===== src/rtl/flow_sender_if.sv =====
// Handshake bundle between the burst loader, flow_sender and the downstream max detector.
// master drives loads, go and detector results; slave is the sender itself.
interface flow_sender_if;
    logic       wr_en;
    logic [7:0] wr_data;
    logic       go;
    logic       full;
    logic       busy;
    logic       start;
    logic [7:0] dout;
    logic       done_in;
    logic [7:0] max_in;
    logic [7:0] max_exp;
    logic       res_valid;
    logic       max_ok;
    logic       timeout;

    modport master (
        output wr_en, wr_data, go, done_in, max_in,
        input  full, busy, start, dout, max_exp, res_valid, max_ok, timeout
    );

    modport slave (
        input  wr_en, wr_data, go, done_in, max_in,
        output full, busy, start, dout, max_exp, res_valid, max_ok, timeout
    );
endinterface


===== src/rtl/flow_sender.sv =====
// Buffers a burst of bytes, streams it to a downstream max detector and checks the
// detector's reported maximum against a locally tracked one, with a reply timeout.
module flow_sender #(
    parameter int unsigned DEPTH = 8,
    parameter int unsigned TMO   = 4
) (
    input logic         clk,
    input logic         rst,
    flow_sender_if.slave bus
);
    localparam int unsigned IW = $clog2(DEPTH);
    localparam int unsigned CW = IW + 1;
    localparam int unsigned TW = (TMO > 1) ? $clog2(TMO) : 1;

    typedef enum logic [1:0] {StIdle, StSend, StWaitd, StReport} state_e;

    state_e          state_q, state_d;
    logic [CW-1:0]   cnt_q, cnt_d;
    logic [IW-1:0]   rd_idx_q, rd_idx_d;
    logic [7:0]      max_q, max_d;
    logic [TW-1:0]   wcnt_q, wcnt_d;
    logic            ok_q, ok_d;
    logic            to_q, to_d;
    logic            buf_we;
    logic [7:0]      buf_q [DEPTH];
    logic            full;

    assign full = (cnt_q == CW'(DEPTH));

    always_comb begin
        state_d  = state_q;
        cnt_d    = cnt_q;
        rd_idx_d = rd_idx_q;
        max_d    = max_q;
        wcnt_d   = wcnt_q;
        ok_d     = ok_q;
        to_d     = to_q;
        buf_we   = 1'b0;
        unique case (state_q)
            StIdle: begin
                // go wins over a same-cycle write; go on an empty buffer is dropped
                if (bus.go) begin
                    if (cnt_q != '0) begin
                        state_d  = StSend;
                        rd_idx_d = '0;
                    end
                end else if (bus.wr_en && !full) begin
                    buf_we = 1'b1;
                    cnt_d  = cnt_q + CW'(1);
                    if (bus.wr_data > max_q) max_d = bus.wr_data;
                end
            end
            StSend: begin
                rd_idx_d = rd_idx_q + IW'(1);
                if ({1'b0, rd_idx_q} == cnt_q - CW'(1)) begin
                    state_d = StWaitd;
                    wcnt_d  = '0;
                end
            end
            StWaitd: begin
                if (bus.done_in) begin
                    ok_d    = (bus.max_in == max_q);
                    to_d    = 1'b0;
                    state_d = StReport;
                end else if (wcnt_q == TW'(TMO - 1)) begin
                    ok_d    = 1'b0;
                    to_d    = 1'b1;
                    state_d = StReport;
                end else begin
                    wcnt_d = wcnt_q + TW'(1);
                end
            end
            StReport: begin
                cnt_d    = '0;
                rd_idx_d = '0;
                max_d    = '0;
                state_d  = StIdle;
            end
            default: state_d = StIdle;
        endcase
    end

    always_ff @(posedge clk or posedge rst) begin
        if (rst) begin
            state_q  <= StIdle;
            cnt_q    <= '0;
            rd_idx_q <= '0;
            max_q    <= '0;
            wcnt_q   <= '0;
            ok_q     <= 1'b0;
            to_q     <= 1'b0;
        end else begin
            state_q  <= state_d;
            cnt_q    <= cnt_d;
            rd_idx_q <= rd_idx_d;
            max_q    <= max_d;
            wcnt_q   <= wcnt_d;
            ok_q     <= ok_d;
            to_q     <= to_d;
        end
    end

    // Storage is never reset; only cnt decides which entries are meaningful.
    always_ff @(posedge clk) begin
        if (buf_we) buf_q[cnt_q[IW-1:0]] <= bus.wr_data;
    end

    assign bus.full      = full;
    assign bus.busy      = (state_q != StIdle);
    assign bus.start     = (state_q == StSend);
    assign bus.dout      = (state_q == StSend) ? buf_q[rd_idx_q] : 8'h00;
    assign bus.max_exp   = max_q;
    assign bus.res_valid = (state_q == StReport);
    assign bus.max_ok    = ok_q;
    assign bus.timeout   = to_q;
endmodule


===== src/flat_wrapper.sv =====
// flat-port wrapper written by rule: the top's interface ports become plain ports
module flow_sender_flat 
#(
    parameter int unsigned DEPTH = 8,
    parameter int unsigned TMO   = 4
)
  (clk, rst, bus_wr_en, bus_wr_data, bus_go, bus_done_in, bus_max_in, bus_full, bus_busy, bus_start, bus_dout, bus_max_exp, bus_res_valid, bus_max_ok, bus_timeout);
  flow_sender_if bus_i ();
  input logic clk;
  input logic rst;
  input wire logic [$bits(bus_i.wr_en)-1:0] bus_wr_en;
  input wire logic [$bits(bus_i.wr_data)-1:0] bus_wr_data;
  input wire logic [$bits(bus_i.go)-1:0] bus_go;
  input wire logic [$bits(bus_i.done_in)-1:0] bus_done_in;
  input wire logic [$bits(bus_i.max_in)-1:0] bus_max_in;
  output wire logic [$bits(bus_i.full)-1:0] bus_full;
  output wire logic [$bits(bus_i.busy)-1:0] bus_busy;
  output wire logic [$bits(bus_i.start)-1:0] bus_start;
  output wire logic [$bits(bus_i.dout)-1:0] bus_dout;
  output wire logic [$bits(bus_i.max_exp)-1:0] bus_max_exp;
  output wire logic [$bits(bus_i.res_valid)-1:0] bus_res_valid;
  output wire logic [$bits(bus_i.max_ok)-1:0] bus_max_ok;
  output wire logic [$bits(bus_i.timeout)-1:0] bus_timeout;
  assign bus_i.wr_en = bus_wr_en;
  assign bus_i.wr_data = bus_wr_data;
  assign bus_i.go = bus_go;
  assign bus_i.done_in = bus_done_in;
  assign bus_i.max_in = bus_max_in;
  assign bus_full = bus_i.full;
  assign bus_busy = bus_i.busy;
  assign bus_start = bus_i.start;
  assign bus_dout = bus_i.dout;
  assign bus_max_exp = bus_i.max_exp;
  assign bus_res_valid = bus_i.res_valid;
  assign bus_max_ok = bus_i.max_ok;
  assign bus_timeout = bus_i.timeout;
  flow_sender #(.DEPTH(DEPTH), .TMO(TMO)) u_core (.clk(clk), .rst(rst), .bus(bus_i));
endmodule

===== config.mk =====
export PLATFORM = sky130hd
export DESIGN_NAME = flow_sender_flat
export DESIGN_NICKNAME = d
export VERILOG_FILES = /design/src/rtl/flow_sender_if.sv /design/src/rtl/flow_sender.sv /design/src/flat_wrapper.sv
export SDC_FILE = /design/constraint.sdc
export NUM_CORES = 1
export LEC_CHECK = 0
export CORE_ASPECT_RATIO = 1.5
export CORE_MARGIN = 2
export CORE_UTILIZATION = 42
export DETAILED_ROUTE_END_ITERATION = 10
export GPL_ROUTABILITY_DRIVEN = 0
export PLACE_DENSITY = 0.75
export SLEW_MARGIN = 30
export SYNTH_ARGS = -nofsm -noshare
export SYNTH_HDL_FRONTEND = slang
export SYNTH_SLANG_ARGS = --single-unit

===== constraint.sdc =====
create_clock -name clk -period 2.6 [get_ports clk]
set_input_delay 0.52 -clock clk [delete_from_list [all_inputs] [get_ports clk]]
set_output_delay 0.52 -clock clk [all_outputs]
set_load 0.02 [all_outputs]

======== Yosys cells after proc, flatten, opt, wreduce, memory -nomap -nowiden ========
Memories as Yosys holds them, arrays and structs flattened.
Index checks and enable logic that the tools add are counted.
operators by class
  add/sub/neg operators ................... 4
  magnitude comparators ................... 1
  eq/ne operators ......................... 16
  muxes and demuxes ....................... 30
  reduce and logical (&&, ||, !) cells .... 15
operator list
  kind                                                                 number
  8-bit two-way mux                                                    4
  2-bit two-way mux                                                    8
  8-bit case mux with 2 select lines                                   1
  4-bit AND reduction                                                  3
  1-bit two-way mux                                                    9
  3-bit case mux with 3 select lines                                   1
  8-bit equality test                                                  1
  8-bit greater-than comparator                                        1
  4-bit two-way mux                                                    2
  2-bit by 1-bit != test with 1-bit output (second input constant)     4
  2-bit != test (second input constant)                                4
  2-bit case mux with 4 select lines                                   1
  4-bit case mux with 2 select lines                                   1
  2-bit nonzero test                                                   4
  2-bit equality test (second input constant)                          3
  3-bit two-way mux                                                    2
  3-bit AND reduction                                                  2
  4-bit by 1-bit adder with 4-bit output (second input constant)       1
  3-bit by 4-bit equality test with 1-bit output                       1
  4-bit equality test (second input constant)                          1
  2-bit case mux with 2 select lines                                   1
  4-bit nonzero test                                                   1
  4-bit by 1-bit subtractor with 4-bit output (second input constant)  1
  3-bit by 1-bit adder with 3-bit output (second input constant)       1
  8 further kinds                                                      8
word-level totals
  register bits ........................... 21
  bits in writable memories ............... 64
  output and inout bits ................... 22
  memories kept ........................... 1
memories
  name          depth  width  rd ports  clocked after Yosys merged registers in  write ports  line               source
  u_core.buf_q  8      8      1         0                                        1            flow_sender.sv:25  logic [7:0] buf_q [DEPTH];

======== Longest topological paths before layout ========
Gate-level depths: netlist (run 1).
  word-level depth ........................ 8
  gate-level depth with buffers ........... 9

======== Worst setup path before layout (run 1) ========
No wires, ideal clock.
  path kind ............................... register -> register
  start ................................... reg u_core.cnt_q[0]
  end ..................................... mem u_core.buf_q[0][0], enable pin
  arrival ................................. 2.594 ns
  setup slack ............................. -0.389 ns
  cell stages (with the launch flop) ...... 9
  buffers on the path ..................... 3
  path through ............................ dfrtp_1 buf_2 inv_1 ha_1 and3b_1 or3_1 buf_2 clkbuf_1 nor4_1
between the ends
  cells in the longest elaborated chain, start to end .. 8
ends and longest elaborated chain
  item                                     line                source
  start, declared                          flow_sender.sv:18   logic [CW-1:0] cnt_q, cnt_d;
  start signal, assigned                   flow_sender.sv:94   cnt_q <= cnt_d;
  4-bit equality test                      flow_sender.sv:28   assign full = (cnt_q == CW'(DEPTH));
  via bus_full                             flat_wrapper.sv:16  output wire logic [$bits(bus_i.full)-1:0] bus_full;
  1-bit logical NOT                        flow_sender.sv:47   end else if (bus.wr_en && !full) begin
  1-bit logical AND                        flow_sender.sv:47
  1-bit two-way mux                        flow_sender.sv:47
  1-bit two-way mux                        flow_sender.sv:42   if (bus.go) begin
  1-bit two-way mux                        flow_sender.sv:39   unique case (state_q)
  1-bit two-way mux                        flow_sender.sv:105  if (buf_we) buf_q[cnt_q[IW-1:0]] <= bus.wr_data;
  1-bit two-way mux (implied by the code)  flow_sender.sv:105
  end, declared                            flow_sender.sv:25
The timed path passes the listed nets, and every way through them passes these cells.

======== Final worst setup path (run 1) ========
  start ................................... reg u_core.rd_idx_q[0]
  end ..................................... out bus_dout[3]
between the ends
  cells in the longest elaborated chain, start to end .. 2
ends and longest elaborated chain
  item                    line                source
  start, declared         flow_sender.sv:19   logic [IW-1:0] rd_idx_q, rd_idx_d;
  start signal, assigned  flow_sender.sv:95   rd_idx_q <= rd_idx_d;
  memory read 8 x 8 bit   -
  8-bit two-way mux       flow_sender.sv:111  assign bus.dout = (state_q == StSend) ? buf_q[rd_idx_q] : 8'h00;
  end, declared           flat_wrapper.sv:19  output wire logic [$bits(bus_i.dout)-1:0] bus_dout;
No other way between the ends.

==> impl_results.md, run 1 <==
* Hold Path End: u_core.bus.max_ok
* Post-Syn Area at 4028 sq um
* H-tree Lvls at 3
* Via density per instance at 5.485
* Min-Delay Path Class: reg2reg
* Main synth FF type: edfxtp_1
* Worst IR drop on VDD at 0.0004282 V
* Power Dens Cells at 906.9 nW/um^2
* Skew-Pair Late Insertion Delay at 0.33 ns
* Syn_area_per_cell at 14.28 sq um
* Status: finished, final reports clean
* Max-cap viol count at 0
* All-Layer GR Usage at 17.38%
* Final instance area at 5065 sq um
* Crit. End Element: primary output
* Core ar. at 9308 sq um
* Power Total at 4593 uW
* Synth cell types at 47
* Synth Instances at 282
* CTS Root Cell: clkbuf_16
* Vias at 2578
* RSZ-0062 raised after global routing: no
* Total gr overflow at 0
* Post-synth EDFFs at 64
* Hold Path Depth at 2
* First-pass detailed-route iteration total at 5
* Critical Path RT at 2.08 ns
* Largest net degree at the start of global routing at 22
* Worst slew pin tran at 0.5002 ns
* Die height at 123.9 microns
* Inserted Clock Buffers at 9
* Max FO, Critical Path at 8
* Syn Nets at 319
* P_leak at 0.001873 uW
* CP Data Arrival Time at 2.02 ns
* R2R setup slack at 0.27 ns
* Post-synthesis register bit count at 85
* CTS tree: yes
* Final hold viol count at 0
* FMAX at 0.3934 GHz
* Antenna viol nets, final at 0
* RR Endpoint: u_core.buf_q[3][4]
* Post-Place Worst Slack at 0.1542 ns
* WL final at 8529 microns
* Final core occ at 54.42%
* Fin Clk Skew at 0.003279 ns
* Crit path kind: reg2out
* Die width at 83.96 microns
* Global-route wire length before repair at 13560 microns
* Die area at 10410 sq um
* Setup WS post-layout at 0.05796 ns
* Max transition margin at 66.65%
* Ys Warns at 0
* Port Buf Inserts at 42
* Hpwl dp at 6014 microns
* Setup Viol. Count Final at 0
* IO Pins at 43
* Residual DRC at 0
* RR Startpoint: u_core.state_q[0]
* Hold Startpoint: u_core.bus.max_ok
* Period utilisation layout at 97.77%
* Drt first-iter violations at 171
* Initial core utilization at 43.27%
* Share of cells above drive strength 1 at 17.60%
* N_diodes at 0
* Vias in the first global route at 2593
* Final Slew Violations at 0
* FFs w/ async S/R, synth at 24.71%
* DR WL/cell at 18.15 microns
* Nets@finish at 390
* Initial antenna violation count at 0
* Clock sinks at 85
* # rows at 43
* Worst setup path start: u_core.rd_idx_q[0]
* Register area share after synthesis at 60.76%
* Setup crit start kind: register
* Final Critical Period at 2.542 ns
* Synth-to-layout area growth at 25.75%
* DP Area at 4776 sq um
* Reg2reg path depth at 6
* Reg clk slew, reported paths at 0.06 ns
* Clk buf depth at 2
-- cells in the final DEF (no fill, tap or decap), types with 5 or more instances in the layout --
master,instances
a21oi_1,7
buf_4,27
clkbuf_16,10
clkdlybuf4s50_1,34
dfrtp_1,20
dlygate4sd2_1,7
edfxtp_1,64
ha_1,16
inv_1,18
mux2i_1,8
mux4_1,7
mux4_2,9
nand2_1,18
nand3_1,12
nand4_1,5
nor2_1,17
o2111ai_1,5
o211ai_1,8
o21ai_0,10
xor2_1,5
-- cells by family after synthesis --
family                   count (synthesis)  share of synthesized area [%]
buffers and inverters                   31                          3.293
multiplexers                            25                          11.87
adder cells (fa/ha/maj)                 16                          4.970
XOR/XNOR                                11                          2.765
flip-flops                              85                          60.76
AND/OR/NAND/NOR                         70                          8.481
AO/OA/AOI/OAI                           44                          7.860
-- routing by layer --
metal / vias up / routed length, microns / track usage, %
li1: 1234 / - / -
met1: 1262 / 3355 / 20.89
met2: 76 / 4645 / 30.20
met3: 6 / 405 / 3.579
met4: 0 / 123 / 8.065
met5: - / 0 / 0
-- cell usage after synthesis (3+ instances only) --
cell type	number	area (sq um)
nand2_1	18	67.56
mux2i_1	8	80.08
mux4_2	9	202.7
xnor2_1	4	35.03
buf_2	4	20.02
xor2_1	5	43.79
a21oi_1	7	35.03
nand4_1	5	31.28
o211ai_1	8	60.06
dfrtp_1	21	525.5
o21ai_0	10	50.05
nand3_1	12	60.06
mux4_1	7	183.9
nor2_1	17	63.81
inv_1	18	67.56
clkbuf_1	6	22.52
o22ai_1	3	18.77
o2111ai_1	5	43.79
edfxtp_1	64	1922
ha_1	16	200.2
nor3_1	4	20.02
-- what timing repair did --
| action | 4_1_cts | 5_1_grt |
|---|---|---|
| hold buffers | 0 | 0 |
| endpoints found under the setup margin | 8 | 7 |
| resized for setup | 8 | 3 |
| setup buffers | 0 | 0 |
| cloned | 0 | 1 |
-- layout make-up --
| cell class | count | area (sq um) |
|---|---|---|
| fillers | 762 | 4243 |
| inverters | 19 | 75.07 |
| clock inverters | 5 | 35.03 |
| clock buffers | 11 | 232.7 |
| multi-input cells | 166 | 1454 |
| repair buffers | 72 | 679.4 |
| flip-flops and latches | 85 | 2449 |
| well taps | 112 | 140.1 |
-- worst max path at each step --
stage                               to  cells after the start
global route               bus_dout[3]                      5
global placement    u_core.buf_q[1][0]                      5
finish                     bus_dout[3]                      5
detailed placement  u_core.buf_q[0][0]                      5
floorplan           u_core.buf_q[1][0]                      8
CTS                        bus_dout[3]                      5
-- report_power, final --
part / internal [uW] / switching (uW) / leakage [uW] / total (uW)
Combinational: 801 / 912 / 0.000890 / 1710
Sequential: 1600 / 141 / 0.000851 / 1740
Clock: 650 / 493 / 0.000132 / 1140
Total: 3050 / 1550 / 0.00187 / 4590
-- through the flow --
| step | hold WS [ns] | TNS, ns | instances |
|---|---|---|---|
| after floorplan | 0.4965 | -5.740 | 282 |
| after global routing | 0.5290 | 0 | 470 |
| after CTS | 0.5058 | 0 | 469 |
| after global placement | 0.4677 | 0 | 453 |
| final | 0.5023 | 0 | 470 |
| after detailed placement | 0.4927 | 0 | 453 |
-- flip-flops by register name, summed over array words and instances (netlist names) --
signal              flops
u_core.buf_q           64
u_core.bus.max_exp      8
u_core.bus.max_ok       1
u_core.bus.timeout      1
u_core.cnt_q            4
u_core.rd_idx_q         3
u_core.state_q          2
u_core.wcnt_q           2
-- critical path, cell delays in order (launching register included) --
cell	delay (ns)
dfrtp_2	0.44
buf_12	0.16
mux4_1	0.55
mux2i_1	0.14
nor2_1	0.06
dlygate4sd2_1	0.33
Note: power is estimated with default switching activity, not from simulation.
==> inputs of run 2 (changes only) <==
- SKIP_LAST_GASP: default -> 1
==> results of run 2 <==
Same layout as run 1: the final DEF is identical, and so are final timing and power.
==> inputs of run 3 (changes only) <==
- CORE_UTILIZATION: 42 -> 35
- PLACE_DENSITY: 0.75 -> 0.64
- clock period: 2.6 -> 2.75 ns (I/O delays scaled with it)
==> impl_results.md, run 3 (synthesis results as in run 1) <==
* Status: finished, final reports clean (unchanged)
* All-Layer GR Usage at 14.62% (was 17.38%)
* Die width at 91.59 microns (was 83.96 microns)
* # rows at 48 (was 43)
* Total length of routed met2 wires at 4759 microns (was 4645 microns)
* Min-Delay Path Class: reg2reg (unchanged)
* Commonest non-fill, non-tap cell in the layout: edfxtp_1 (unchanged)
* CTS tree: yes (unchanged)
* Clk buf depth at 2 (unchanged)
* CP Cell Sequence: buf_4, mux4_1, mux2i_1, nor2_1, dlygate4sd2_1 (was buf_12, mux4_1, mux2i_1, nor2_1, dlygate4sd2_1)
* Clk network pwr share at 27.6% (was 24.9%)
* Worst IR drop on VDD at 0.0005668 V (was 0.0004282 V)
* N_diodes at 0 (unchanged)
* Hpwl dp at 6253 microns (was 6014 microns)
* Hold_buf cts at 0 (unchanged)
* FMAX at 0.3881 GHz
* Setup Viol. Count Final at 0 (unchanged)
* Core ar. at 11350 sq um (was 9308 sq um)
* Fillcell total at 1005 (was 762)
* Largest net degree at the start of global routing at 22 (unchanged)
* Gate power share at 35.8% (was 37.3%)
* Die area at 12400 sq um (was 10410 sq um)
* H-tree Lvls at 3 (unchanged)
* Worst slew pin tran at 0.8494 ns (was 0.5002 ns)
* IO Pins at 43 (unchanged)
* Fin Clk Skew at 0.005904 ns (was 0.003279 ns)
* Critical Path RT at 2.20 ns (was 2.08 ns)
* Antenna viol nets, final at 0 (unchanged)
* Final Critical Period at 2.577 ns
* Setup WS post-layout at 0.1731 ns (was 0.05796 ns)
* Sw Ratio at 33.50% (was 33.66%)
* Int Power at 2949 uW (was 3047 uW)
* Period utilisation layout at 93.71%
* Max reg flops at 64 (unchanged)
* Slowest cell on crit path: mux4_1 (unchanged)
* WL final at 8635 microns (was 8529 microns)
* Post-Layout Cell Count at 503 (was 470)
* Inserted Clock Buffers at 9 (unchanged)
* Setup crit start kind: register (unchanged)
* Placed instance count at 487 (was 453)
* Largest incremental delay on the critical path at 0.57 ns (was 0.55 ns)
* Power Dens Cells at 872.0 nW/um^2 (was 906.9 nW/um^2)
* Initial core utilization at 35.48% (was 43.27%)
* Initial antenna violation count at 0 (unchanged)
* RSZ-0062 raised after global routing: no (unchanged)
* Crit. End Element: primary output (unchanged)
* Total gr overflow at 0 (unchanged)
* CTS Root Cell: clkbuf_16 (unchanged)
* Top sig layer: met4 (unchanged)
* Via density per instance at 5.064 (was 5.485)
* P_leak at 0.001874 uW (was 0.001873 uW)
* Routed wl met3 at 272 microns (was 405 microns)
* Nets@finish at 385 (was 390)
* Post-Place Worst Slack at 0.2246 ns (was 0.1542 ns)
* CP Data Arrival Time at 2.03 ns (was 2.02 ns)
* First-pass detailed-route iteration total at 4 (was 5)
* Share of cells above drive strength 1 at 17.00% (was 17.60%)
* P_sw at 1486 uW (was 1546 uW)
* Drt first-iter violations at 171 (unchanged)
* Max-cap viol count at 0 (unchanged)
* Die height at 135.4 microns (was 123.9 microns)
* DR WL/cell at 17.17 microns (was 18.15 microns)
* Max transition margin at 43.31% (was 66.65%)
* Final Slew Violations at 0 (unchanged)
* Synth-to-layout area growth at 26.28% (was 25.75%)
* Sequential share of power at 36.6% (was 37.8%)
* Residual DRC at 0 (unchanged)
* Clock sinks at 85 (unchanged)
* Global-route wire length before repair at 13610 microns (was 13560 microns)
* Vias at 2547 (was 2578)
* Skew-Pair Late Insertion Delay at 0.33 ns (about the same)
* Crit path kind: reg2out (unchanged)
* Vias in the first global route at 2568 (was 2593)
* Power Total at 4435 uW (was 4593 uW)
* Commonest cells after routing, fill and taps aside: 64 x edfxtp_1, 34 x clkdlybuf4s50_1, 24 x buf_4, 21 x dfrtp_1 (was 64 x edfxtp_1, 34 x clkdlybuf4s50_1, 27 x buf_4, 20 x dfrtp_1)
* Wire length on met1 at 3451 microns (was 3355 microns)
* Final hold viol count at 0 (unchanged)
* Port Buf Inserts at 42 (unchanged)
* Max FO, Critical Path at 6 (was 8)
* DP Area at 4781 sq um (was 4776 sq um)
* Reg clk slew, reported paths at 0.06 ns (about the same)
* Final instance area at 5086 sq um (was 5065 sq um)
-- run 3: per-stage QoR --
step	hold WS [ns]	util [%]	TNS [ns]
finish	0.4875	44.81	0
global route	0.5372	44.81	0
CTS	0.4946	44.75	0
detailed placement	0.4804	42.12	0
global placement	0.4719	42.12	0
floorplan	0.5060	-	-1.593
-- run 3: power groups by stage --
| stage | registers [uW] | clock network [uW] | logic [uW] |
|---|---|---|---|
| global placement | 1650 | 0 | 1590 |
| detailed placement | 1650 | 0 | 1620 |
| global route | 1640 | 1300 | 1760 |
| CTS | 1630 | 1250 | 1600 |
| finish | 1620 | 1220 | 1590 |
| floorplan | 1680 | 0 | 1010 |
-- run 3: worst max-delay path, delay by kind of cell (launching register included) --
family / cells / cell delay (ns)
simple gates: 1 / 0.05
mux: 2 / 0.74
buf+inv: 2 / 0.52
flops: 1 / 0.39
-- run 3: area by class of cell --
type,count,area (sq um),share of cell area [%]
flip-flops and latches,85,2447,48.12
clock buffers,9,225.2,4.428
well taps,150,187.7,3.690
clock inverters,7,82.58,1.624
repair buffers,67,614.3,12.08
multi-input cells,166,1454,28.59
inverters,19,75.07,1.476
-- run 3: per-layer routing --
layer | GRT usage (%) | vias up
li1 | - | 1217
met1 | 17.12 | 1266
met2 | 26.63 | 55
met3 | 2.504 | 9
met4 | 5.471 | 0
met5 | 0 | -
-- run 3: path summary, 6_finish.rpt --
kind | start | end | slack [ns] | cells past startpoint
worst min register to register | u_core.bus.max_ok | u_core.bus.max_ok | 0.49 | 2
worst min-delay path | u_core.bus.max_ok | u_core.bus.max_ok | 0.49 | 2
min in group asynchronous | rst | u_core.state_q[1] | 0.69 | 2
worst max-delay path | u_core.rd_idx_q[0] | bus_dout[1] | 0.17 | 5
max in group asynchronous | rst | u_core.rd_idx_q[0] | 1.53 | 2
worst max register to register | u_core.cnt_q[0] | u_core.bus.max_exp[5] | 0.46 | 7
-- run 3: timing repair --
action                                  in CTS  in global routing
setup buffers                                0                  0
endpoints found under the setup margin       7                  1
resized for setup                            7                  2
